**config.mk**
```make
export PLATFORM = sky130hd
export DESIGN_NAME = ram_wr_arb_2wr
export DESIGN_NICKNAME = d
export VERILOG_FILES = /design/src/rtl/ram_wr_arb_2wr.sv
export SDC_FILE = /design/constraint.sdc
export NUM_CORES = 1
export LEC_CHECK = 0
export BUFFER_PORTS_ARGS = -buffer_cell sky130_fd_sc_hd__clkbuf_2
export CORE_ASPECT_RATIO = 1.75
export CORE_MARGIN = 3
export CORE_UTILIZATION = 44
export DETAILED_ROUTE_END_ITERATION = 8
export HOLD_SLACK_MARGIN = 0.08
export PLACE_DENSITY = 0.78
export SYNTH_ARGS = -nofsm -noshare
export SYNTH_HDL_FRONTEND = slang
export SYNTH_SLANG_ARGS = --single-unit
```
**constraint.sdc**
```tcl
create_clock -name clka -period 2.5 [get_ports clka]
set_clock_uncertainty 0.15 [all_clocks]
set_input_delay 0.125 -clock clka [delete_from_list [all_inputs] [get_ports clka]]
set_output_delay 0.125 -clock clka [all_outputs]
set_load 0.02 [all_outputs]
```
**src/rtl/ram_wr_arb_2wr.sv**
```systemverilog
// Two-channel round-robin RAM write arbiter with optional table clear sweep (RAM_WR_ARB_CLEAR_EN).
// Latency: accepted request appears on wea/addra/dina one cycle after the valid&ready transfer.
// Backpressure: ready is granted to one channel per cycle by rr_ptr; both readies drop during clear/reset.
module ram_wr_arb_2wr #(
  parameter int RAM_WIDTH = 32,
  parameter int RAM_DEPTH = 16,
  // Equivalent to clogb2(RAM_DEPTH-1): bits needed to hold the highest index.
  localparam int AW = (RAM_DEPTH > 1) ? $clog2(RAM_DEPTH) : 1
) (
  input  logic                 clka,
  input  logic                 rstb,
  input  logic                 s0_valid,
  output logic                 s0_ready,
  input  logic [AW-1:0]        s0_addr,
  input  logic [RAM_WIDTH-1:0] s0_data,
  input  logic                 s1_valid,
  output logic                 s1_ready,
  input  logic [AW-1:0]        s1_addr,
  input  logic [RAM_WIDTH-1:0] s1_data,
  output logic                 wea,
  output logic [AW-1:0]        addra,
  output logic [RAM_WIDTH-1:0] dina,
  output logic                 err_addr,
  output logic [15:0]          wr_cnt,
  input  logic                 clr_start,
  output logic                 clr_done,
  output logic                 busy
);

  localparam logic [AW:0]   DEPTH_W   = (AW+1)'(RAM_DEPTH);
  localparam logic [15:0]   CNT_MAX   = 16'hFFFF;

  logic                 rr_ptr_q, rr_ptr_d;
  logic                 wea_q, wea_d;
  logic [AW-1:0]        addra_q, addra_d;
  logic [RAM_WIDTH-1:0] dina_q, dina_d;
  logic                 err_addr_q, err_addr_d;
  logic [15:0]          wr_cnt_q, wr_cnt_d;

  logic                 in_arb;
  logic                 clr_req;
  logic                 grant0, grant1;
  logic [AW-1:0]        sel_addr;
  logic [RAM_WIDTH-1:0] sel_data;
  logic                 sel_in_range;

`ifdef RAM_WR_ARB_CLEAR_EN
  localparam logic [0:0]    ST_ARB    = 1'b0;
  localparam logic [0:0]    ST_CLEAR  = 1'b1;
  localparam logic [AW-1:0] LAST_ADDR = AW'(RAM_DEPTH-1);

  logic [0:0]    state_q, state_d;
  logic [AW-1:0] clr_addr_q, clr_addr_d;
  logic          clr_done_q, clr_done_d;
  logic          busy_q, busy_d;

  assign in_arb   = (state_q == ST_ARB);
  assign clr_req  = clr_start;
  assign clr_done = clr_done_q;
  assign busy     = busy_q;
`else
  logic unused_clr_start;

  assign unused_clr_start = clr_start;
  assign in_arb   = 1'b1;
  assign clr_req  = 1'b0;
  assign clr_done = 1'b0;
  assign busy     = 1'b0;
`endif

  // A channel's ready depends only on the other channel's valid and the pointer.
  assign s0_ready = !rstb && in_arb && !clr_req && (!s1_valid || !rr_ptr_q);
  assign s1_ready = !rstb && in_arb && !clr_req && (!s0_valid ||  rr_ptr_q);
  assign grant0   = s0_valid && s0_ready;
  assign grant1   = s1_valid && s1_ready;

  assign sel_addr     = grant1 ? s1_addr : s0_addr;
  assign sel_data     = grant1 ? s1_data : s0_data;
  assign sel_in_range = ({1'b0, sel_addr} < DEPTH_W);

  assign wea      = wea_q;
  assign addra    = addra_q;
  assign dina     = dina_q;
  assign err_addr = err_addr_q;
  assign wr_cnt   = wr_cnt_q;

  // Next-state: arbitration, write register, error pulse, counter, clear sweep.
  always_comb begin
    rr_ptr_d   = rr_ptr_q;
    wea_d      = 1'b0;
    addra_d    = addra_q;
    dina_d     = dina_q;
    err_addr_d = 1'b0;
    wr_cnt_d   = wr_cnt_q;

    if (grant0) begin
      rr_ptr_d = 1'b1;
    end else if (grant1) begin
      rr_ptr_d = 1'b0;
    end

    if (grant0 || grant1) begin
      if (sel_in_range) begin
        wea_d   = 1'b1;
        addra_d = sel_addr;
        dina_d  = sel_data;
        if (wr_cnt_q != CNT_MAX) begin
          wr_cnt_d = wr_cnt_q + 16'd1;
        end
      end else begin
        err_addr_d = 1'b1;
      end
    end

`ifdef RAM_WR_ARB_CLEAR_EN
    state_d    = state_q;
    clr_addr_d = clr_addr_q;
    clr_done_d = 1'b0;
    busy_d     = busy_q;

    if (state_q == ST_ARB) begin
      // Readies are already low, so no request competes with the first clear write.
      if (clr_start) begin
        state_d    = ST_CLEAR;
        busy_d     = 1'b1;
        clr_addr_d = '0;
        wea_d      = 1'b1;
        addra_d    = '0;
        dina_d     = '0;
      end
    end else begin
      // clr_addr_q mirrors the address being written this cycle.
      if (clr_addr_q == LAST_ADDR) begin
        state_d    = ST_ARB;
        busy_d     = 1'b0;
        clr_done_d = 1'b1;
        clr_addr_d = '0;
      end else begin
        clr_addr_d = clr_addr_q + 1'b1;
        wea_d      = 1'b1;
        addra_d    = clr_addr_q + 1'b1;
        dina_d     = '0;
      end
    end
`endif
  end

  // State registers with synchronous active-high reset.
  always_ff @(posedge clka) begin
    if (rstb) begin
      rr_ptr_q   <= 1'b0;
      wea_q      <= 1'b0;
      addra_q    <= '0;
      dina_q     <= '0;
      err_addr_q <= 1'b0;
      wr_cnt_q   <= '0;
`ifdef RAM_WR_ARB_CLEAR_EN
      state_q    <= ST_ARB;
      clr_addr_q <= '0;
      clr_done_q <= 1'b0;
      busy_q     <= 1'b0;
`endif
    end else begin
      rr_ptr_q   <= rr_ptr_d;
      wea_q      <= wea_d;
      addra_q    <= addra_d;
      dina_q     <= dina_d;
      err_addr_q <= err_addr_d;
      wr_cnt_q   <= wr_cnt_d;
`ifdef RAM_WR_ARB_CLEAR_EN
      state_q    <= state_d;
      clr_addr_q <= clr_addr_d;
      clr_done_q <= clr_done_d;
      busy_q     <= busy_d;
`endif
    end
  end

endmodule

```
# --- Word-level counts from Yosys, hierarchy flattened ---
# Index checks and enable logic that the tools add are counted.
classes:
  n_eq_ne: 1
  shift: 0
  bitwise: 0
  order_cmp: 0
  reduce_logical: 13
  n_mul: 0
  div: 0
  muxes: 5
  add_sub_neg: 1
ops:
  columns: ["cell", "count"]
  rows:
  - ["$mux 32", 1]
  - ["$add 16x1->16 const B", 1]
  - ["$ne 16x16->1 const B", 1]
  - ["$logic_and 1x1->1", 4]
  - ["$logic_not 1->1", 4]
  - ["$mux 4", 1]
  - ["$logic_or 1x1->1", 3]
  - ["$mux 1", 3]
  - ["$reduce_and 2->1", 1]
  - ["$reduce_bool 2->1", 1]
totals:
  word_cells: 25
  output_inout_bits: 58
  mem_bits_rw: 0
  latch_bits: 0
  rom_bits: 0
  inputBits: 77
  reg_bits: 54
  memories: 0

# --- Longest topological paths before layout ---
# Gate-level depths: netlist of run 1.
depth:
  word_depth: 6
  depth_mapped: 6
  ltp_nobuf: 5

# --- Worst setup path before layout of run 1 ---
# Ideal clock, no wire load.
synth_timing:
  path_kind: "reg2reg"
  start: "reg wr_cnt_q[0] (netlist: wr_cnt[0])"
  end: "reg wr_cnt_q[10] (netlist: wr_cnt[10])"
  setup_ns: 0.121
  stages_incl_launch_ff: 7
  t_required_ns: 2.229
  n_path_buf: 1
  t_arrival_ns: 1.865
  slack_ns: 0.364
  synth_period_minus_slack_ns: 2.136
  path_cell_list: "dfxtp_1 > ha_1 > nand3_1 > or2_2 > clkbuf_1 > nor4_1 > mux2_2"
synth_between:
  elab_chain_cells: 2
  elab_cells_between_ends: 3
  cone_classes: "1 x add/sub; 1 x eq/ne; 1 x reduce/logical"
synth_lines:
  columns: ["element", "line_no", "source"]
  rows:
  - ["start: declaration", "38", "logic [15:0] wr_cnt_q, wr_cnt_d;"]
  - ["start signal: assignment", "169", "wr_cnt_q <= wr_cnt_d;"]
  - ["branches (longest 2 deep; another with $add 16x1->16)", null, null]
# Several ways; the timed one is not identified.
# A chain may end at the register's enable or synchronous reset.

# --- Worst setup path in the final report of run 1 ---
layout_timing:
  start: "in s0_valid"
  end: "reg dina_q[23] (netlist: dina[23])"
layout_between:
  elab_chain_cells: 5
  elab_cells_between_ends: 7
  cone_classes: "1 x mux; 6 x reduce/logical"
layout_lines:
  columns: ["element", "line_no", "source"]
  rows:
  - ["start: declaration", "12", "input logic s0_valid,"]
  - ["$logic_not 1->1", "73", "assign s1_ready = !rstb && in_arb && !clr_req && (!s0_valid || rr_ptr_q);"]
  - ["$logic_or 1x1->1", "73", null]
  - ["$logic_and 1x1->1", "73", null]
  - ["$logic_and 1x1->1", "75", "assign grant1 = s1_valid && s1_ready;"]
  - ["$mux 32 or $logic_or 1x1->1 (tied branches)", "78, 102", null]
  - ["end signal: assignment", "167", "dina_q <= dina_d;"]
  - ["end: declaration", "36", "logic [RAM_WIDTH-1:0] dina_q, dina_d;"]
# Parallel ways exist; a longest one is shown, timed or not.

==> run summary, run 1 <==
Tcrit/Tclk final: 97.03%
Critical Path AT: 2.42 ns
Power Density: 467.7 nW/µm²
Die Y: 105.1 µm
post-synthesis sequential area ratio: 43.77%
Congestion Overflow GR: 0
Clock Pin Slew Worst Setup and Hold Paths: 0.09 ns
detailed-router iteration count before antenna repair: 4
count leader, synth: dfxtp_1
Final Max Slew Viols: 0
core area: 5343 µm²
Post-Syn Area: 2470 µm²
total negative slack: 0 ns
GRT Overall Usage: 26.13%
Num CTS Buffers: 5
synthesis-stage register bit count: 54
worst-path cell with the longest stage delay: dlygate4sd3_1
Final ANT Viol Nets: 0
crit path time final: 2.426 ns
FF-to-FF setup slack: 0.32 ns
root buf cell: clkbuf_8
Via-to-Cell Ratio: 5.354
Diodes inserted: 0
critical path class: in -> reg
measured slew at the worst slew-check pin: 0.7029 ns
Die ar.: 6584 µm²
ordered cell list for the critical path: dlygate4sd3_1 -> clkbuf_2 -> inv_1 -> o211ai_1 -> buf_4 -> clkbuf_16 -> mux2i_1 -> dlygate4sd3_1 -> a211oi_1
dpl hpwl: 4.651 mm
Fill cells: 394
FFs w/ async S/R, synth: 0%
DRT iter0 DRCs: 168
Hold Vio Cnt, Final: 0
die span in x: 62.64 µm
# rows: 35
count of different cell masters after synthesis: 31
Worst Setup Start Kind: primary input
I/O Pins: 135
achievable frequency: 412.2 MHz
Leak: 1.995 nW
share of cells above drive strength 1: 31.84%
CP endpoint kind: register
EDFF count, synth: 0
pin count of the biggest net entering global routing: 74
CTS Sinks: 54
Final nets: 546
Avg Synthesized Cell Area: 9.080 µm²
top cells by count, synth: dfxtp_1, nor2_1, mux2i_1
Worst VDD drop: 0.3750 mV
worst skew pair latency: 0.29 ns
Synth area leader: dfxtp_1
Clock Path Buffers: 2
Post-Syn Instances: 272
CTS tree: yes
Final Setup Violations: 0
DR WL/cell: 16.10 µm
Primary FF master, synth: dfxtp_1
Worst Path Required: 2.49 ns
Synth-to-Final Area Change: 62.21%
Max-slew headroom: 53.14%
H-tree lvl count: 2
RSZ-0062 raised after global routing: false
status: complete, no violations
Final Power: 1.874 mW
DRC: 0
antenna violations before repair: 0
P_int: 1.347 mW
GP Congestion: 0.7976
Yosys top cell area share: 43.77%
Flop pwr share: 50.5%
top cells by area, synth: dfxtp_1, mux2i_1, a211oi_1
initial core utilization: 46.23%
Yosys Warn Count: 0
Vias: 2902
first-pass GRT wire length: 13.83 mm
clock power share: 24.0%
Buffers on Ports: 130
max_cap viols: 0
DRT Wirelength: 8.726 mm
Hold Path Class: in -> reg
maximum fanout along the worst path: 18
most numerous cell on the critical path: dlygate4sd3_1
Logic pwr share: 25.5%
CP peak stage delay: 0.61 ns
net switching fraction of the power: 28.09%
Psw: 0.5263 mW
vias in the first global route: 2897
## layer usage
layer / GRT usage, % / up-vias / part of all wire [%]
met5: 0 / - / 0
met4: 15.01 / 0 / 5.3
met3: 5.161 / 42 / 5.2
met2: 47.59 / 141 / 54
met1: 27.18 / 1336 / 36
li1: - / 1383 / -
## layout by cell type, fill, tap and decap left out, drive strengths merged, types with 5 or more instances in the layout
cell | synthesis | routed
mux2i | 38 | 38
nand2 | 9 | 9
dlygate4sd3 | 0 | 74
dfxtp | 54 | 54
nand4 | 5 | 5
o31ai | 6 | 6
clkbuf | 14 | 138
a211oi | 36 | 36
or4 | 6 | 6
a21oi | 13 | 13
buf | 10 | 6
nor2 | 43 | 43
## what timing repair did
action / in CTS / in global routing
buffers inserted: 0 / 1
hold buffers: 74 / 0
hold endpoints to repair: 37 / 0
setup endpoints to repair: 0 / 1
resized for setup: 0 / 3
## per-stage QoR
stage / std cells / worst slack [ns] / hold slack, ns / cell area [µm²] / util [%]
4_1_cts: 540 / 0.2050 / 0.08522 / 3979 / 74.47
5_1_grt: 542 / 0.001421 / 0.1181 / 4006 / 74.99
2_1_floorplan: 274 / 0.3641 / 0.1361 / 2477 / -
6_report: 542 / 0.07421 / 0.1200 / 4006 / 74.99
3_5_place_dp: 459 / 0.3636 / 0.3049 / 3162 / 59.18
3_3_place_gp: 459 / 0.4205 / 0.2911 / 3162 / 59.18
## area by class of cell
| cell class | count | area [µm²] | share of cell area [%] |
|---|---|---|---|
| inverters | 4 | 15.01 | 0.3748 |
| well taps | 74 | 92.59 | 2.311 |
| flip-flops and latches | 54 | 1081 | 26.98 |
| repair buffers | 211 | 1469 | 36.66 |
| clock buffers | 7 | 76.32 | 1.905 |
| multi-input cells | 192 | 1272 | 31.76 |
## sequential cells by signal, summed over array words and instances (netlist names)
name / flops
rr_ptr_q: 1
dina: 32
wea: 1
wr_cnt: 16
addra: 4
## power groups by stage
stage	Sequential [mW]	Clock, mW	Combinational (mW)
floorplan	1.02	0	0.141
detailed placement	0.962	0	0.343
global placement	0.961	0	0.336
CTS	0.943	0.467	0.452
global route	0.952	0.496	0.514
finish	0.946	0.450	0.478
## worst paths after layout
check,startpoint,to,cells past startpoint
setup / recovery,s0_valid,dina[23],9
hold / removal,rstb,wea,4
setup reg to reg,rr_ptr_q,dina[23],6
hold reg to reg,dina[5],dina[5],2
## worst max-delay path: cells and delay by family
kind	cells	cell delay, ns
muxes	1	0.29
AOI/OAI and AO/OA	2	0.26
buffers and inverters	6	1.70
## logic make-up (layout without fill, tap and decap cells)
kind of cell | count (synthesis) | count (layout) | synth area share (%)
compound gates | 63 | 63 | 17.48
fa+ha+maj | 1 | 1 | 0.5065
buf+inv | 28 | 222 | 5.015
flops | 54 | 54 | 43.77
mux | 41 | 41 | 16.77
other cells | 1 | 3 | 0.1518
simple gates | 84 | 84 | 16.31
(Power assumes the default switching activity.)
==> run 2, diff against run 1 <==
RECOVER_POWER = 25   (was not set)
==> run summary, run 2 (same netlist as run 1, synthesis figures left out) <==
status: complete, no violations
Num CTS Buffers: 5
Hold Path Class: in -> reg
Die Y: 105.1 µm
Vias: 2870
antenna violations before repair: 0
Flop pwr share: 50.7%
Largest register FFs: 32
Power Density: 469.2 nW/µm²
core area: 5343 µm²
share of cells above drive strength 1: 26.07%
die span in x: 62.64 µm
detailed-router iteration count before antenna repair: 4
Via-to-Cell Ratio: 5.295
Final nets: 546
CTS tree: yes
DRC: 0
Global Route met3 Usage: 5.161%
Max-slew headroom: 52.28%
DRT iter0 DRCs: 145
most common cell after layout, fill and taps aside: clkbuf_2
total negative slack: 0 ns
Final ANT Viol Nets: 0
achievable frequency: 411.2 MHz
Logic pwr share: 25.2%
P_int: 1.339 mW
root buf cell: clkbuf_8
pin count of the biggest net entering global routing: 74
Hold Vio Cnt, Final: 0
GRT Overall Usage: 26.13%
Psw: 0.5253 mW
Hold WS: 0.1194 ns
Final Setup Violations: 0
routing usage on met1: 27.18%
Critical Path AT: 2.42 ns
DR WL/cell: 16.17 µm
# rows: 35
measured slew at the worst slew-check pin: 0.7158 ns
Clock Pin Slew Worst Setup and Hold Paths: 0.09 ns
H-tree lvl count: 2
GP Congestion: 0.7976
Diodes inserted: 0
dpl hpwl: 4.651 mm
max_cap viols: 0
Synth-to-Final Area Change: 60.84%
maximum fanout along the worst path: 18
Congestion Overflow GR: 0
Final Max Slew Viols: 0
Leak: 1.908 nW
I/O Pins: 135
GR peak layer: met2
Clock Path Buffers: 2
highest-count cells in the layout ignoring fill and taps: clkbuf_2, dlygate4sd3_1, dfxtp_1, nor2_1, mux2i_1
CP endpoint kind: register
vias in the first global route: 2897
CTS Sinks: 54
clock power share: 24.1%
initial core utilization: 46.23%
Worst Setup Start Kind: primary input
net switching fraction of the power: 28.18%
Fill cells: 413
worst skew pair latency: 0.29 ns
Die ar.: 6584 µm²
first-pass GRT wire length: 13.83 mm
Buffers on Ports: 130
crit path time final: 2.432 ns
DRT Wirelength: 8.766 mm
RSZ-0062 raised after global routing: false
Worst VDD drop: 0.3742 mV
met2 usage: 47.59%
critical path class: in -> reg
Worst Path Required: 2.49 ns
Tcrit/Tclk final: 97.28%
## run 2: changes by cell type in the layout (fill, tap and decap cells not counted)
cell / previous run / this run
clkbuf_1: 2 / 29
clkbuf_2: 130 / 103
## run 2: through the flow
stage	cells	total power [mW]	util (%)	setup WS, ns	cell area (µm²)
floorplan	274	1.165	-	0.3641	2477
global placement	459	1.297	59.18	0.4205	3162
detailed placement	459	1.305	59.18	0.3636	3162
CTS	540	1.861	74.47	0.2050	3979
global route	542	1.955	74.36	0.001421	3973
finish	542	1.864	74.36	0.06794	3973
## run 2: repair_timing
action,CTS,global route
buffers inserted,0,1
resized for setup,0,3
endpoints found under the hold margin,37,0
endpoints found under the setup margin,0,1
hold buffers,74,0
## run 2: routing by layer
layer	part of all wire, %	wire length, µm	vias up
met3	4.9	433	36
met2	54	4741	126
met4	4.7	416	0
met1	36	3174	1328
li1	-	-	1380
met5	0	0	-
## run 2: worst paths after layout
path	end	slack, ns	cells past startpoint	startpoint
hold / removal	wea	0.12	4	rstb
hold reg to reg	dina[5]	0.35	2	dina[5]
setup reg to reg	dina[23]	0.31	6	rr_ptr_q
setup / recovery	dina[23]	0.07	9	s0_valid
## run 2: layout make-up
class                      instances  area [µm²]  share of cell area [%]
timing repair buffer             211        1435                   36.13
tap                               74       92.59                   2.331
sequential                        54        1081                   27.21
inverter                           4       15.01                  0.3780
multi-input combinational        192        1272                   32.03
clock buffer                       7       76.32                   1.921
## run 2: power groups by stage
stage / sequential (mW) / combinational (mW) / clock, mW
4_1_cts: 0.943 / 0.452 / 0.467
6_report: 0.946 / 0.470 / 0.449
2_1_floorplan: 1.02 / 0.141 / 0
3_3_place_gp: 0.961 / 0.336 / 0
3_5_place_dp: 0.962 / 0.343 / 0
5_1_grt: 0.952 / 0.506 / 0.496
## run 2: critical path: stages
cell and delay (ns):
dlygate4sd3_1 0.52, clkbuf_2 0.14, inv_1 0.06, o211ai_1 0.18, buf_4 0.17, clkbuf_16 0.21
mux2i_1 0.31, dlygate4sd3_1 0.61, a211oi_1 0.08
==> run 3, diff against run 2 <==
BUFFER_PORTS_ARGS = not set   (was -buffer_cell sky130_fd_sc_hd__clkbuf_2)
CORE_UTILIZATION = 50   (was 44)
DONT_BUFFER_PORTS = 1   (was not set)
PLACE_DENSITY = 0.64   (was 0.78)
==> run summary, run 3 (same netlist as run 1, synthesis figures left out) <==
Hold Path Class: in -> out
measured slew at the worst slew-check pin: 0.9216 ns
CP endpoint kind: register
antenna violations before repair: 0
critical path class: in -> reg
Final Max Slew Viols: 0
core area: 4748 µm²
worst skew pair latency: 0.30 ns
Largest register FFs: 32
Max-slew headroom: 38.56%
DRT iter0 DRCs: 99
Buffers on Ports: 0
Die Y: 98.98 µm
Vias: 2323
GP Congestion: 0.7844
Final ANT Viol Nets: 0
dpl hpwl: 4.153 mm
DRC: 0
Final Util: 71.15%
status: complete, no violations
Clock Pin Slew Worst Setup and Hold Paths: 0.09 ns
Die ar.: 5852 µm²
Leak: 1.473 nW
worst-path cell with the longest stage delay: or4_1
Worst Path Required: 2.59 ns
DR WL/cell: 18.33 µm
detailed-router iteration count before antenna repair: 4
I/O Pins: 135
Finished Cell Area: 3378 µm²
most numerous cell on the critical path: or4_1
Final nets: 422
Via-to-Cell Ratio: 5.851
Hold Vio Cnt, Final: 0
setup ws final: 0.07905 ns
DRT Wirelength: 7.277 mm
most common cell after layout, fill and taps aside: dlygate4sd3_1
CTS tree: yes
Worst VDD drop: 0.5240 mV
Congestion Overflow GR: 0
Tcrit/Tclk final: 96.84%
pin count of the biggest net entering global routing: 58
Gates resized, CTS repair: 0
initial core utilization: 52.02%
Final Setup Violations: 0
vias in the first global route: 2345
ordered cell list for the critical path: dlygate4sd3_1 -> buf_12 -> o21bai_1 -> or4_1 -> or4_1 -> a21oi_1
root buf cell: clkbuf_8
CP peak stage delay: 0.68 ns
CTS Sinks: 54
share of cells above drive strength 1: 7.536%
achievable frequency: 413.1 MHz
max_cap viols: 0
Diodes inserted: 0
post-CTS setup buffer count: 0
GRT Overall Usage: 25.63%
Power Density: 528.6 nW/µm²
Area after DPL: 2516 µm²
Clock Path Buffers: 2
crit path time final: 2.421 ns
first-pass GRT wire length: 11.57 mm
Synth-to-Final Area Change: 36.78%
maximum fanout along the worst path: 57
Hold-fix buffers, CTS: 76
Critical Path AT: 2.51 ns
Worst Setup Start Kind: primary input
highest-count cells in the layout ignoring fill and taps: dlygate4sd3_1, dfxtp_1, nor2_1, mux2i_1, a211oi_1
die span in x: 59.13 µm
Num CTS Buffers: 5
RSZ-0062 raised after global routing: false
Setup WS pre-CTS: 0.2092 ns
total negative slack: 0 ns
H-tree lvl count: 2
# rows: 33
[run 3: changes by cell type in the layout (fill, tap and decap cells not counted), moves of 2 or more]
cell      delta
buf_4        +7
buf_6        -2
clkbuf_1    -28
clkbuf_2   -103
[run 3: area by class of cell]
type / instances / area (µm²)
clock inverter: 1 / 5.005
tap: 52 / 65.06
clock buffer: 7 / 86.33
sequential: 54 / 1081
timing repair buffer: 87 / 853.3
inverter: 4 / 15.01
fill: 356 / 1370
multi-input combinational: 192 / 1272
[run 3: report_power, final]
part           internal (mW)  switching, mW
clock network          0.224          0.273
registers              0.914         0.0997
logic                  0.150          0.125
[run 3: stage by stage]
stage / total power [mW] / std cells / hold slack [ns]
after detailed placement: 1.189 / 313 / 0.05160
after CTS: 1.792 / 397 / 0.1927
final: 1.786 / 397 / 0.1884
after global placement: 1.183 / 313 / 0.05026
after global routing: 1.863 / 397 / 0.1928
after floorplan: 1.165 / 274 / 0.1361
[run 3: metal layers]
metal,up-vias,share of wire (%),GRT usage (%)
met5,-,0,0
met1,1071,34,27.61
met4,0,3.0,10.65
met3,19,7.0,6.291
met2,99,56,45.74
li1,1134,-,-
[run 3: path summary, 6_finish.rpt]
| path | slack (ns) | to | startpoint | depth (start not counted) |
|---|---|---|---|---|
| setup / recovery | 0.08 | wr_cnt[15] | rstb | 6 |
| setup reg to reg | 0.20 | wr_cnt[15] | wr_cnt[5] | 4 |
| hold / removal | 0.19 | s1_ready | rstb | 1 |
| hold reg to reg | 0.35 | wr_cnt[4] | wr_cnt[4] | 2 |
[run 3: critical path, delay by kind of cell]
family	cells	cell delay (ns)
buffers and inverters	2	0.79
and+or+nand+nor	2	1.23
AOI/OAI and AO/OA	2	0.35
